`config.mk`:
```
export PLATFORM = sky130hd
export DESIGN_NAME = kbd_event_buffer
export DESIGN_NICKNAME = d
export VERILOG_FILES = /design/src/rtl/kbd_event_buffer.sv
export SDC_FILE = /design/constraint.sdc
export NUM_CORES = 1
export LEC_CHECK = 0
export ABC_AREA = 1
export CORE_UTILIZATION = 60
export DETAILED_ROUTE_END_ITERATION = 10
export DONT_BUFFER_PORTS = 1
export GPL_ROUTABILITY_DRIVEN = 0
export HOLD_SLACK_MARGIN = 0.02
export PLACE_DENSITY = 0.76
export SYNTH_ARGS = -nofsm -noshare
export SYNTH_HDL_FRONTEND = slang
export SYNTH_SLANG_ARGS = --single-unit
```
`constraint.sdc`:
```
create_clock -name clk -period 2.5 [get_ports clk]
set_clock_uncertainty 0.1 [all_clocks]
set_input_delay 0.125 -clock clk [delete_from_list [all_inputs] [get_ports clk]]
set_output_delay 0.125 -clock clk [all_outputs]
set_load 0.1 [all_outputs]
```
`src/rtl/kbd_event_buffer.sv`:
```
// kbd_event_buffer
//   PS/2 keyboard front end. Deserialises device frames, folds E0/F0 prefix
//   bytes into 16-bit key-event words {release, extended, 6'b0, code} and
//   queues them in a small FIFO. The MMU reads one event per rising edge of
//   kbd_en; each read pops the queue.
//
// Ports
//   clk, rst_n      system clock, asynchronous active-low reset
//   ps2_clk/data    raw asynchronous PS/2 pad signals
//   kbd_en          read request (level); its rising edge performs one read
//   kbd_respond     event word for the current read (0 if queue was empty)
//   kbd_r_ready     kbd_respond valid, from 1 cycle after kbd_en rises until it falls
//   kbd_overflow    sticky: an event was dropped because the FIFO was full
//   kbd_count       number of queued events
//
// Configuration
//   KBD_PARITY_CHECK_EN  when defined, frames with even total parity are discarded.
module kbd_event_buffer #(
  parameter int FIFO_DEPTH     = 8,
  parameter int TIMEOUT_CYCLES = 50000
) (
  input  logic                        clk,
  input  logic                        rst_n,
  input  logic                        ps2_clk,
  input  logic                        ps2_data,
  input  logic                        kbd_en,
  output logic [15:0]                 kbd_respond,
  output logic                        kbd_r_ready,
  output logic                        kbd_overflow,
  output logic [$clog2(FIFO_DEPTH):0] kbd_count
);
  localparam int HALF_WIDE = 16;
  localparam int AW  = $clog2(FIFO_DEPTH);
  localparam int CW  = AW + 1;
  localparam int WDW = $clog2(TIMEOUT_CYCLES + 1);
  localparam logic [WDW-1:0] WD_LAST = WDW'(TIMEOUT_CYCLES - 1);
  localparam logic [CW-1:0]  DEPTH_C = CW'(FIFO_DEPTH);

  typedef enum logic [1:0] {S_IDLE, S_DATA, S_PARITY, S_STOP} rx_state_e;

  // ---------------------------------------------------------------------------
  // Synchronisers and registered falling-edge detect. The idle PS/2 line is
  // high, so the chain resets to 1 to avoid a phantom edge after reset.
  // ---------------------------------------------------------------------------
  logic [1:0] clk_sync_q, data_sync_q;
  logic       clk_prev_q, fall_q, bit_q;

  always_ff @(posedge clk or negedge rst_n) begin
    if (!rst_n) begin
      clk_sync_q  <= 2'b11;
      data_sync_q <= 2'b11;
      clk_prev_q  <= 1'b1;
      fall_q      <= 1'b0;
      bit_q       <= 1'b1;
    end else begin
      // NOTE: sequential state uses non-blocking assignments so every register
      // samples the pre-edge value of the others (the chain shifts, not collapses).
      clk_sync_q  <= {clk_sync_q[0], ps2_clk};
      data_sync_q <= {data_sync_q[0], ps2_data};
      clk_prev_q  <= clk_sync_q[1];
      fall_q      <= clk_prev_q & ~clk_sync_q[1];
      bit_q       <= data_sync_q[1];
    end
  end

  // ---------------------------------------------------------------------------
  // Frame receiver with watchdog
  // ---------------------------------------------------------------------------
  rx_state_e      state_q;
  logic [2:0]     bit_cnt_q;
  logic [7:0]     shift_q;
  logic [WDW-1:0] wd_q;
  logic           byte_valid_q;   // one-cycle pulse; shift_q holds the byte
  logic           parity_ok;

`ifdef KBD_PARITY_CHECK_EN
  logic parity_q;
  assign parity_ok = ^{shift_q, parity_q};
`else
  assign parity_ok = 1'b1;
`endif

  always_ff @(posedge clk or negedge rst_n) begin
    if (!rst_n) begin
      state_q      <= S_IDLE;
      bit_cnt_q    <= '0;
      shift_q      <= '0;
      wd_q         <= '0;
      byte_valid_q <= 1'b0;
`ifdef KBD_PARITY_CHECK_EN
      parity_q     <= 1'b0;
`endif
    end else begin
      byte_valid_q <= 1'b0;
      if (fall_q) begin
        wd_q <= '0;
        unique case (state_q)
          S_IDLE: if (!bit_q) begin
            state_q   <= S_DATA;
            bit_cnt_q <= '0;
          end
          S_DATA: begin
            shift_q   <= {bit_q, shift_q[7:1]};   // LSB arrives first
            bit_cnt_q <= bit_cnt_q + 3'd1;
            if (bit_cnt_q == 3'd7) state_q <= S_PARITY;
          end
          S_PARITY: begin
`ifdef KBD_PARITY_CHECK_EN
            parity_q <= bit_q;
`endif
            state_q  <= S_STOP;
          end
          S_STOP: begin
            state_q      <= S_IDLE;
            byte_valid_q <= bit_q & parity_ok;
          end
          default: state_q <= S_IDLE;
        endcase
      end else if (state_q != S_IDLE) begin
        // A stalled frame is abandoned; the partial byte never reaches the decoder.
        if (wd_q == WD_LAST) begin
          state_q <= S_IDLE;
          wd_q    <= '0;
        end else begin
          wd_q <= wd_q + WDW'(1);
        end
      end else begin
        wd_q <= '0;
      end
    end
  end

  // ---------------------------------------------------------------------------
  // Prefix decoder
  // ---------------------------------------------------------------------------
  logic                 ext_q, rel_q;
  logic                 push_req;
  logic [HALF_WIDE-1:0] evt;

  assign evt = {rel_q, ext_q, 6'b0, shift_q};

  always_comb begin
    // NOTE: default assigned first so every path drives push_req and no latch is inferred.
    push_req = 1'b0;
    if (byte_valid_q) push_req = !(shift_q inside {8'hE0, 8'hF0, 8'h00});
  end

  always_ff @(posedge clk or negedge rst_n) begin
    if (!rst_n) begin
      ext_q <= 1'b0;
      rel_q <= 1'b0;
    end else if (byte_valid_q) begin
      if (shift_q == 8'hE0)      ext_q <= 1'b1;
      else if (shift_q == 8'hF0) rel_q <= 1'b1;
      else begin                  // 00 and ordinary codes both consume the prefixes
        ext_q <= 1'b0;
        rel_q <= 1'b0;
      end
    end
  end

  // ---------------------------------------------------------------------------
  // Event FIFO and read handshake
  // ---------------------------------------------------------------------------
  logic [HALF_WIDE-1:0] mem_q [FIFO_DEPTH];
  logic [AW-1:0]        wr_ptr_q, rd_ptr_q;
  logic [CW-1:0]        count_q;
  logic                 ovf_q, kbd_en_q, r_ready_q;
  logic [HALF_WIDE-1:0] respond_q;
  logic                 full, empty, rise, do_push, do_pop;

  assign full    = (count_q == DEPTH_C);
  assign empty   = (count_q == '0);
  assign rise    = kbd_en & ~kbd_en_q;
  assign do_push = push_req & ~full;
  assign do_pop  = rise & ~empty;   // an empty read never pops, even alongside a push

  // NOTE: the storage array has no reset; pointers and count define which entries are live.
  always_ff @(posedge clk) begin
    if (do_push) mem_q[wr_ptr_q] <= evt;
  end

  always_ff @(posedge clk or negedge rst_n) begin
    if (!rst_n) begin
      wr_ptr_q  <= '0;
      rd_ptr_q  <= '0;
      count_q   <= '0;
      ovf_q     <= 1'b0;
      kbd_en_q  <= 1'b0;
      r_ready_q <= 1'b0;
      respond_q <= '0;
    end else begin
      kbd_en_q <= kbd_en;
      if (push_req && full) ovf_q <= 1'b1;
      // Pointers are AW bits wide, so they wrap modulo the power-of-two depth.
      if (do_push) wr_ptr_q <= wr_ptr_q + AW'(1);
      if (do_pop)  rd_ptr_q <= rd_ptr_q + AW'(1);
      unique case ({do_push, do_pop})
        2'b10:   count_q <= count_q + CW'(1);
        2'b01:   count_q <= count_q - CW'(1);
        default: count_q <= count_q;
      endcase
      if (rise) respond_q <= empty ? '0 : mem_q[rd_ptr_q];
      r_ready_q <= kbd_en & (r_ready_q | rise);
    end
  end

  assign kbd_respond  = respond_q;
  assign kbd_r_ready  = r_ready_q;
  assign kbd_overflow = ovf_q;
  assign kbd_count    = count_q;

endmodule

```
==> results.md <==
- Clock root buffer master: clkbuf_8
- Tcrit/Tclk final: 0.931
- Avg Vias per Cell: 5.45
- Finished Cell Area: between 7000 and 8000 sq um
- N_diodes: 0
- Core Rows: 36
- Pwr Density: about 1200 nW/um^2
- Max_slew headroom: 0.569
- Top cells by area, synth: edfxtp_1 39%, dfrtp_1 23%, nor2_1 7.3%
- Sequential share of power: 0.381
- Post-layout util: 0.729
- Clock Latency Late Sink: 0.53 ns
- Worst flop-to-flop path endpoint: kbd_count[2]
- Post-Layout Cell Count: 790
- Initial antenna violation count: 0
- Routed Antenna Nets: 0
- Die area: 10800 sq um
- Multi-input gate area: 1970 sq um
- Max_cap viols: 0
- Peak supply drop: just over 0.8 mV
- Avg Cell Area, Syn: between 10 and 15 sq um
- Filler cells: 671
- Fin. max-slew vios: 0
- CTS tree: built
- Cell Area, Synth: ~6200 sq um
- First-pass GRT wire length: between 20 and 25 mm
- Pre-CTS setup slack: 0.129 ns
- Placed Cells incl. Taps: ~750
- Clock Sinks: roughly 140
- Gr usage total: 0.255
- DRT iter0 DRCs: 371
- Worst-margin pin slew: about 0.65 ns
- Drt drc: 0
- Hold slack: approximately 0.018 ns
- Clock power share: 0.277
- Internal power component: around 5.2 mW
- Largest net degree at the start of global routing: 63
- Seq/Total Area, Yosys: 0.637
- I/O Buffers: 0
- Arr. time, crit path: approximately 2.7 ns
- Placed inst area: between 6000 and 7000 sq um
- Tmin final: 2.33 ns
- Vias in the first global route: approximately 4300
- Final Hold Vio Count: 0
- Starting density of the core: 0.628
- Clk buf depth: 2
- Register area: 3970 sq um
- Yosys warning count: 0
- Ports: 27
- Setup Viol. Count Final: 0
- H-tree depth: 4
- Final WL: about 13 mm
- Detail Placement HPWL: 7.76 mm
- Crit Path Class: flop to flop
- Outcome: completed
- Worst-path clk slew: 0.06 ns
- Share of cells above drive strength 1: 0.175
- R2r setup slk: 0.17 ns
- Total gr overflow: 0
- DR vias: around 4300
- Die X: 104 um
- Netlist cell types: 36
- Mapped Cells: between 500 and 600
- Worst setup SP type: flop
- Worst reg2reg path startpoint: shift_q[6]
- FF+latch count, synth: 142
- Layout area overhead: 16.2%
- Critical Path End Type: flop
- Most common cell after layout, fill and taps aside: nor2_1
- Die H: about 100 um
- Critical Path RT: between 2 and 3 ns
- Crit Path Max Fanout: 12
- Total power: just under 9 mW
- CTS Buf Count: 17
- Most frequent cells in the layout: 121 x nor2_1, 93 x nand2_1, 80 x edfxtp_1, 50 x dfrtp_1, 43 x o21ai_0
- Post-DR wirelength/cell: 16.1 um
- Final setup margin: roughly 0.17 ns
- Psw: approximately 3.5 mW
- FF-to-FF path depth: 14
- Synth area leader: edfxtp_1
- Sw frac: 0.400
- Fmax: between 0.4 and 0.5 GHz
- Core footprint: a little under 10000 sq um
- Setup tns final: 0 ns
- Nets: 661
- Post-synth top area share: 0.386
- Comb pwr share: 0.343
- Pre-antenna DRT Iters: 5
- Hold Path Class: primary input to async pin
- P_leak: slightly below 3 nW
-- logic make-up (layout without fill, tap and decap cells) --
family | count (synthesis) | after routing | share of synthesized area
and+or+nand+nor | 287 | 287 | 0.203
DFF | 142 | 142 | 0.637
AOI/OAI and AO/OA | 73 | 73 | 0.0648
buffers and inverters | 69 | 122 | 0.0489
xor gates and xnor gates | 14 | 14 | 0.0197
adders and majority gates | 12 | 12 | 0.0241
other | 1 | 6 | 0.000603
muxes | 1 | 1 | 0.00181
-- state kept, by name, summed over array words and instances (netlist names) --
signal and count:
kbd_r_ready 1, kbd_count 4, bit_cnt_q 3, data_sync_q 2, kbd_en_q 1, fall_q 1
rel_q 1, wd_q 16, kbd_respond 10, byte_valid_q 1, mem_q 80, clk_prev_q 1
rd_ptr_q 3, clk_sync_q 2, ext_q 1, kbd_overflow 1, state_q 2, bit_q 1
wr_ptr_q 3, shift_q 8
-- timing repair --
item / 4_1_cts / 5_1_grt
gates resized for setup: 0 / 2
hold buffers: 7 / 0
setup buffers: 0 / 2
endpoints found under the setup margin: 0 / 1
endpoints found under the hold margin: 77 / 0
-- synthesized netlist by cell type (all sizes together) --
master,number
a21oi,7
a31oi,2
buf,16
clkbuf,9
clkinv,1
conb,1
dfrtp,56
dfstp,6
edfxtp,80
ha,12
inv,43
mux2,1
nand2,99
nand3,40
nand4,7
nor2,138
nor3,2
o211ai,11
o21ai,50
o21bai,2
o31ai,1
or2,1
xnor2,3
xor2,11
-- routing by layer --
metal  part of all wire  GRT usage
met1               0.40      0.297
met2               0.52      0.441
met3              0.047     0.0592
met4              0.034      0.133
met5                  0          0
-- area by class of cell --
class,count,share of cell area
Sequential cell,142,0.549
Inverter,44,0.0229
Multi-Input combinational cell,393,0.273
Tap cell,133,0.0230
Clock buffer,19,0.0597
Timing Repair Buffer,46,0.0526
Clock inverter,13,0.0194
-- how the worst max path moves through the flow --
| stage | start | to | slack, ns | cells past startpoint |
|---|---|---|---|---|
| after floorplan | kbd_count[1] | kbd_count[2] | 0.05 | 11 |
| after global placement | shift_q[4] | kbd_count[2] | 0.26 | 13 |
| after detailed placement | shift_q[6] | kbd_count[2] | 0.13 | 13 |
| after CTS | shift_q[4] | kbd_count[2] | 0.09 | 13 |
| after global routing | shift_q[4] | kbd_count[2] | -0.01 | 13 |
| final | shift_q[6] | kbd_count[2] | 0.17 | 14 |
-- worst max-delay path: stages (launching register included) --
cell and delay [ns]:
dfrtp_2 0.48, nand2_1 0.11, inv_1 0.05, nand2_1 0.08
nor2_1 0.07, nor2_4 0.12, nand3_4 0.08, ha_1 0.25
nand2_1 0.08, inv_1 0.05, nor2_1 0.13, ha_1 0.16
a21oi_1 0.05, or2_2 0.31, a31oi_1 0.13
-- power groups by stage --
stage	Combinational, mW	Clock, mW	Sequential [mW]
2_1_floorplan	1.37	0	4.11
3_3_place_gp	2.77	0	3.30
3_5_place_dp	2.87	0	3.33
4_1_cts	2.94	2.43	3.29
5_1_grt	3.25	2.52	3.34
6_report	2.97	2.40	3.30
Power figures use the tool's default switching activity.
